[config.mk]
export PLATFORM = sky130hd
export DESIGN_NAME = elapsed_timer
export DESIGN_NICKNAME = d
export VERILOG_FILES = /design/src/rtl/elapsed_timer.sv
export SDC_FILE = /design/constraint.sdc
export NUM_CORES = 1
export LEC_CHECK = 0
export ABC_AREA = 1
export ABC_CLOCK_PERIOD_IN_PS = 2300
export CORE_AREA = 3 3 69 71
export CTS_CLUSTER_DIAMETER = 50
export CTS_CLUSTER_SIZE = 25
export DETAILED_ROUTE_END_ITERATION = 8
export DIE_AREA = 0 0 72 74
export PLACE_DENSITY_LB_ADDON = 0.2
export SYNTH_ARGS = -nofsm -noshare
export SYNTH_HDL_FRONTEND = slang
export SYNTH_SLANG_ARGS = --single-unit
[constraint.sdc]
create_clock -name Clk -period 2.3 [get_ports Clk]
set_clock_uncertainty 0.15 [all_clocks]
set_input_delay 0.345 -clock Clk [delete_from_list [all_inputs] [get_ports Clk]]
set_output_delay 0.345 -clock Clk [all_outputs]
set_load 0.02 [all_outputs]
[src/rtl/elapsed_timer.sv]
// Stopwatch that counts prescaled ticks between Start and Stop and holds the result.
// Elapsed saturates at MAX_TICKS; one more tick cuts the run off and sets Overflow.
module elapsed_timer #(
    parameter int TICK_CYCLES = 50000,
    parameter int MAX_TICKS   = 65535,
    localparam int W          = $clog2(MAX_TICKS + 1)
) (
    input  logic         Clk,
    input  logic         Reset_n,
    input  logic         Start,
    input  logic         Stop,
    input  logic         Clear,
    output logic [W-1:0] Elapsed,
    output logic         Running,
    output logic         Done,
    output logic         Overflow
);

    localparam int PW = (TICK_CYCLES > 1) ? $clog2(TICK_CYCLES) : 1;
    localparam logic [PW-1:0] TICK_LAST = PW'(TICK_CYCLES - 1);
    localparam logic [W-1:0]  MAX_VAL   = W'(MAX_TICKS);

    typedef enum logic [1:0] {
        IDLE = 2'd0,
        RUN  = 2'd1,
        HOLD = 2'd2
    } state_t;

    state_t        r_state, w_stateNext;
    logic [PW-1:0] r_prescale, w_prescaleNext;
    logic [W-1:0]  r_elapsed, w_elapsedNext;
    logic          r_overflow, w_overflowNext;
    logic          r_done, w_doneNext;
    logic          r_running;
    logic          w_tick;

    assign w_tick = (r_prescale == TICK_LAST);

    always_ff @(posedge Clk or negedge Reset_n) begin
        if (!Reset_n) begin
            r_state    <= IDLE;
            r_prescale <= '0;
            r_elapsed  <= '0;
            r_overflow <= 1'b0;
            r_done     <= 1'b0;
            r_running  <= 1'b0;
        end else begin
            r_state    <= w_stateNext;
            r_prescale <= w_prescaleNext;
            r_elapsed  <= w_elapsedNext;
            r_overflow <= w_overflowNext;
            r_done     <= w_doneNext;
            r_running  <= (w_stateNext == RUN);
        end
    end

    // Priority Clear > Start > Stop; a Stop landing on a tick discards that tick.
    always_comb begin
        w_stateNext    = r_state;
        w_prescaleNext = r_prescale;
        w_elapsedNext  = r_elapsed;
        w_overflowNext = r_overflow;
        w_doneNext     = 1'b0;
        if (Clear) begin
            w_stateNext    = IDLE;
            w_prescaleNext = '0;
            w_elapsedNext  = '0;
            w_overflowNext = 1'b0;
        end else if (Start) begin
            w_stateNext    = RUN;
            w_prescaleNext = '0;
            w_elapsedNext  = '0;
            w_overflowNext = 1'b0;
        end else if (r_state == RUN) begin
            w_prescaleNext = w_tick ? '0 : r_prescale + PW'(1);
            if (Stop) begin
                w_stateNext = HOLD;
                w_doneNext  = 1'b1;
            end else if (w_tick) begin
                if (r_elapsed == MAX_VAL) begin
                    w_overflowNext = 1'b1;
                    w_stateNext    = HOLD;
                    w_doneNext     = 1'b1;
                end else begin
                    w_elapsedNext = r_elapsed + W'(1);
                end
            end
        end
    end

    assign Elapsed  = r_elapsed;
    assign Running  = r_running;
    assign Done     = r_done;
    assign Overflow = r_overflow;

endmodule

Yosys cells after proc, flatten, opt, wreduce, memory -nomap -nowiden
Cells that the tools add are included.

cells by class
  $add $sub $neg = 2
  eq/ne operators = 6
  multiplexer cells = 28
  reductions and logical operators = 5

operators by type and width
  kind                                                                      number
  16-bit 2-to-1 mux                                                         10
  16-bit by 1-bit adder with 16-bit output (second input constant)          2
  16-bit equality test (second input constant)                              2
  1-bit 2-to-1 mux                                                          12
  2-bit 2-to-1 mux                                                          6
  3-bit nonzero test                                                        3
  4-bit AND reduction                                                       2
  2-bit by 1-bit equality test with 1-bit output (second input constant)    2
  3-bit by 2-bit inequality test with 1-bit output (second input constant)  1
  3-bit inequality test (second input constant)                             1

word-level totals
  flip-flop bits (word level) = 37
  input bits = 5
  output and inout port bits = 19
  logic and storage cells = 47

Logic depth before layout (Yosys ltp)
  depth after elaboration = 8
  mapped depth = 12
  mapped depth without buffers = 12

Least setup slack after synthesis
OpenSTA, ideal clock, no wires.

  path type = reg-to-reg
  start = register r_elapsed[0] (netlist: Elapsed[0])
  end = register r_elapsed[8] (netlist: Elapsed[8])
  library setup time = 119 ps
  arrival time = 1618 ps
  data required time = 2031 ps
  slack = 413 ps
  cell stages (with the launch flop) = 11
  buffers on the path = 1
  period minus slack after synthesis = 1887 ps
  cell sequence = dfrtp_1 -> ha_1 -> nand3_2 -> inv_2 -> nand2_2 -> nor2_2 -> nand3b_4 -> nand2_8 -> buf_12 -> nand2_2 -> o21ai_2

on the way
  word-level cells in the longest chain between the ends = 7
  elaborated cells on any way between the ends = 10
  classes of those cells = add/sub: 1; eq/ne: 2; mux: 6; reduce/logical: 1

ends and longest elaborated chain
  what                                      line  text
  start, declared                           31    logic [W-1:0] r_elapsed, w_elapsedNext;
  start signal, assigned                    50    r_elapsed <= w_elapsedNext;
  16-bit by 1-bit adder with 16-bit output  85    w_elapsedNext = r_elapsed + W'(1);
  16-bit 2-to-1 mux                         80    if (r_elapsed == MAX_VAL) begin
  16-bit 2-to-1 mux                         79    end else if (w_tick) begin
  16-bit 2-to-1 mux                         76    if (Stop) begin
  16-bit 2-to-1 mux                         74    end else if (r_state == RUN) begin
  16-bit 2-to-1 mux                         69    end else if (Start) begin
  16-bit 2-to-1 mux                         64    if (Clear) begin

Parallel ways exist; a longest one is shown, timed or not. The select of a mux whose other input is x is not followed.
A chain may end at the register's enable or synchronous reset.

Worst setup path after layout
  start = register r_elapsed[0] (netlist: Elapsed[0])
  end = register r_elapsed[7] (netlist: Elapsed[7])

Same word-level chain as after synthesis.

==> run metrics <==
outcome finished with violations; failing checks negative hold slack; Die Width between 70 and 80 um; TritonCTS buffer count 5; crit path kind register to register; fin area between 2000 and 3000 sq um; Mapped Cells 317; # clock sinks 37; fin. max-slew vios 0; total congestion overflow 0; total track usage 0.217; Placed Cells 389; total wire length 5.12 mm; setup TNS 0 ns; initial antenna violation count 0; Netlist cell types 36; clock root buffer master clkbuf_8; Crit Path Max Fanout 25; Post-DRT Antenna Nets 0; fraction of registers with async set or reset after synthesis 1.00; origin of the critical flop-to-flop path Elapsed[0]; num ports 24; synthesis warning total 0; VDD IR max 0.000409 V; global-route wire length before repair 9.08 mm; number of flops mapped to enable cells by yosys 0; Main synth FF type dfrtp_1; clk buf depth 2; nets between 300 and 400; TritonCTS clock tree done; Final Hold Fails 12; CP startpoint Elapsed[0]; Starting Density 0.552; fin crit period approximately 2.0 ns; LEAKAGE 0.00113 uW; CP max-delay cell dfrtp_1; power density over the cells 459 nW/um^2; crit path cell chain ha_1 > nand3_2 > inv_2 > nand2_2 > nor2_2 > nand3b_4 > nand2_8 > nand2_1 > o21ai_2; Buffers on Ports 23; crit start category register; Antenna Cells 0; routed via count around 2100; Clock Pin Slew Worst Setup and Hold Paths 0.08 ns; Post-CTS Setup Bufs 0; placement-stage cell area ~2600 sq um; post-place setup slack 0.216 ns; DIE AREA 5330 sq um; vias in the first global route 1898; Hold Path Class input port to async pin; worst path arrival time 2.03 ns; Max Cap Violations 0; Worst-Margin Slew 0.829 ns; WL/cell 12.9 um; f_max 500 MHz; Placer Congestion 0.903; post-synthesis register bit count 37; Crit path required time 2.33 ns; drt via density ~5.2; post_cts resized 0; share of layout cells above drive strength 1 0.145; initial drt markers 177; synthesized area per cell approximately 7.5 sq um; RSZ-0062 raised after global routing false; Relative slew margins 0.447; first-pass iteration count of the detailed router 4; Residual DRC 0; Die Y 74 um; final worst slack 0.302 ns; WHS -0.00619 ns; Net Count, Synth ~320; crit end category register; Final period util 0.869; core area 4290 sq um; post-synthesis sequential area ratio 0.390; Mapped Area 2370 sq um; Synth-to-Final Area Change 14.4%; worst skew pair latency 0.30 ns; htree depth 2; slowest stage delay, CP approximately 0.43 ns; CTS Hold Buffers Added 0; Filler Cell Count 384; largest net degree at the start of global routing 38; fin cells 397; # setup viols final 0; post-DP HPWL approximately 3.7 mm; Cell Rows 24
-- critical path, delay by kind of cell, from the launching register on --
kind            cells  cell delay (ns)
simple gates        6             0.86
flops               1             0.43
fa+ha+maj           1             0.29
buf+inv             1             0.09
compound gates      1             0.06
-- final timing paths --
path	end	depth (start not counted)	slack, ns
setup reg to reg	Elapsed[7]	9	0.30
hold reg to reg	r_prescale[0]	1	0.37
setup / recovery	Elapsed[7]	9	0.30
hold / removal	Elapsed[4]	1	-0.006
max in group asynchronous	Elapsed[10]	1	1.48
min in group Clk	r_prescale[0]	1	0.37
-- through the flow --
| stage | utilization | hold slack (ns) | total power (uW) |
|---|---|---|---|
| floorplan | - | -0.101 | 735 |
| global placement | 0.610 | 0.346 | 765 |
| detailed placement | 0.610 | 0.353 | 766 |
| CTS | 0.632 | 0.0303 | 1260 |
| global route | 0.632 | 0.0596 | 1290 |
| finish | 0.632 | -0.00619 | 1250 |
-- state kept, by name, indices dropped and copies added (netlist names) --
| signal | count |
|---|---|
| Done | 1 |
| Elapsed | 16 |
| Overflow | 1 |
| Running | 1 |
| r_prescale | 16 |
| r_state | 2 |
-- power by group --
part / internal [uW] / total [uW] / switching [uW]
combinational: 26.5 / 90.7 / 64.1
sequential: 656 / 661 / 5.17
clock: 243 / 494 / 251
-- area by class of cell --
type	instances	area, sq um	area share
clock buffers	6	82.6	0.0304
clock inverters	2	13.8	0.00507
inverters	45	174	0.0641
multi-input cells	229	1200	0.444
flip-flops and latches	37	926	0.341
well taps	52	65.1	0.0240
repair buffers	26	248	0.0913
-- routing by layer --
metal | wire length (um) | track usage
met1 | 2610 | 0.327
met2 | 2150 | 0.309
met3 | 305 | 0.0473
met4 | 61 | 0.0752
met5 | 0 | 0
-- cell usage in the layout, fill, tap and decap left out --
cell type,instances
a211oi_1,1
a21oi_1,3
a31oi_1,1
buf_2,1
buf_4,3
clkbuf_8,6
clkdlybuf4s50_1,22
clkinv_2,1
clkinv_4,1
dfrtp_1,37
ha_1,2
inv_1,40
inv_2,3
inv_4,2
mux2i_1,1
nand2_1,65
nand2_2,9
nand2_8,1
nand3_1,19
nand3_2,3
nand3b_4,1
nand4_1,7
nor2_1,55
nor2_2,5
nor2_4,2
nor3_1,16
nor3_4,1
nor3b_1,1
nor3b_2,1
nor4_1,2
o21a_1,1
o21ai_0,10
o21ai_1,1
o21ai_2,10
o21bai_1,1
o22ai_1,1
xor2_1,9
-- synthesized netlist by cell type, types with 2 or more instances --
cell type  count  area share
a21oi_1        3      0.0063
buf_12         2       0.017
dfrtp_1       37        0.39
ha_1           2       0.011
inv_1         40       0.063
inv_2          3      0.0047
inv_4          2      0.0053
nand2_1       65        0.10
nand2_2        9       0.024
nand3_1       19       0.040
nand3_2        3       0.013
nand4_1        7       0.018
nor2_1        55       0.087
nor2_2         5       0.013
nor2_4         2      0.0095
nor3_1        16       0.034
nor4_1         2      0.0053
o21ai_0       10       0.021
o21ai_2       10       0.037
xor2_1         9       0.033
-- kinds of logic after synthesis --
| logic type | after synthesis | synth area share |
|---|---|---|
| xor+xnor | 9 | 0.0332 |
| buf+inv | 51 | 0.102 |
| simple gates | 188 | 0.379 |
| compound gates | 29 | 0.0812 |
| mux | 1 | 0.00422 |
| flops | 37 | 0.390 |
| fa+ha+maj | 2 | 0.0105 |
No activity file was read; power rests on OpenSTA's default activity.
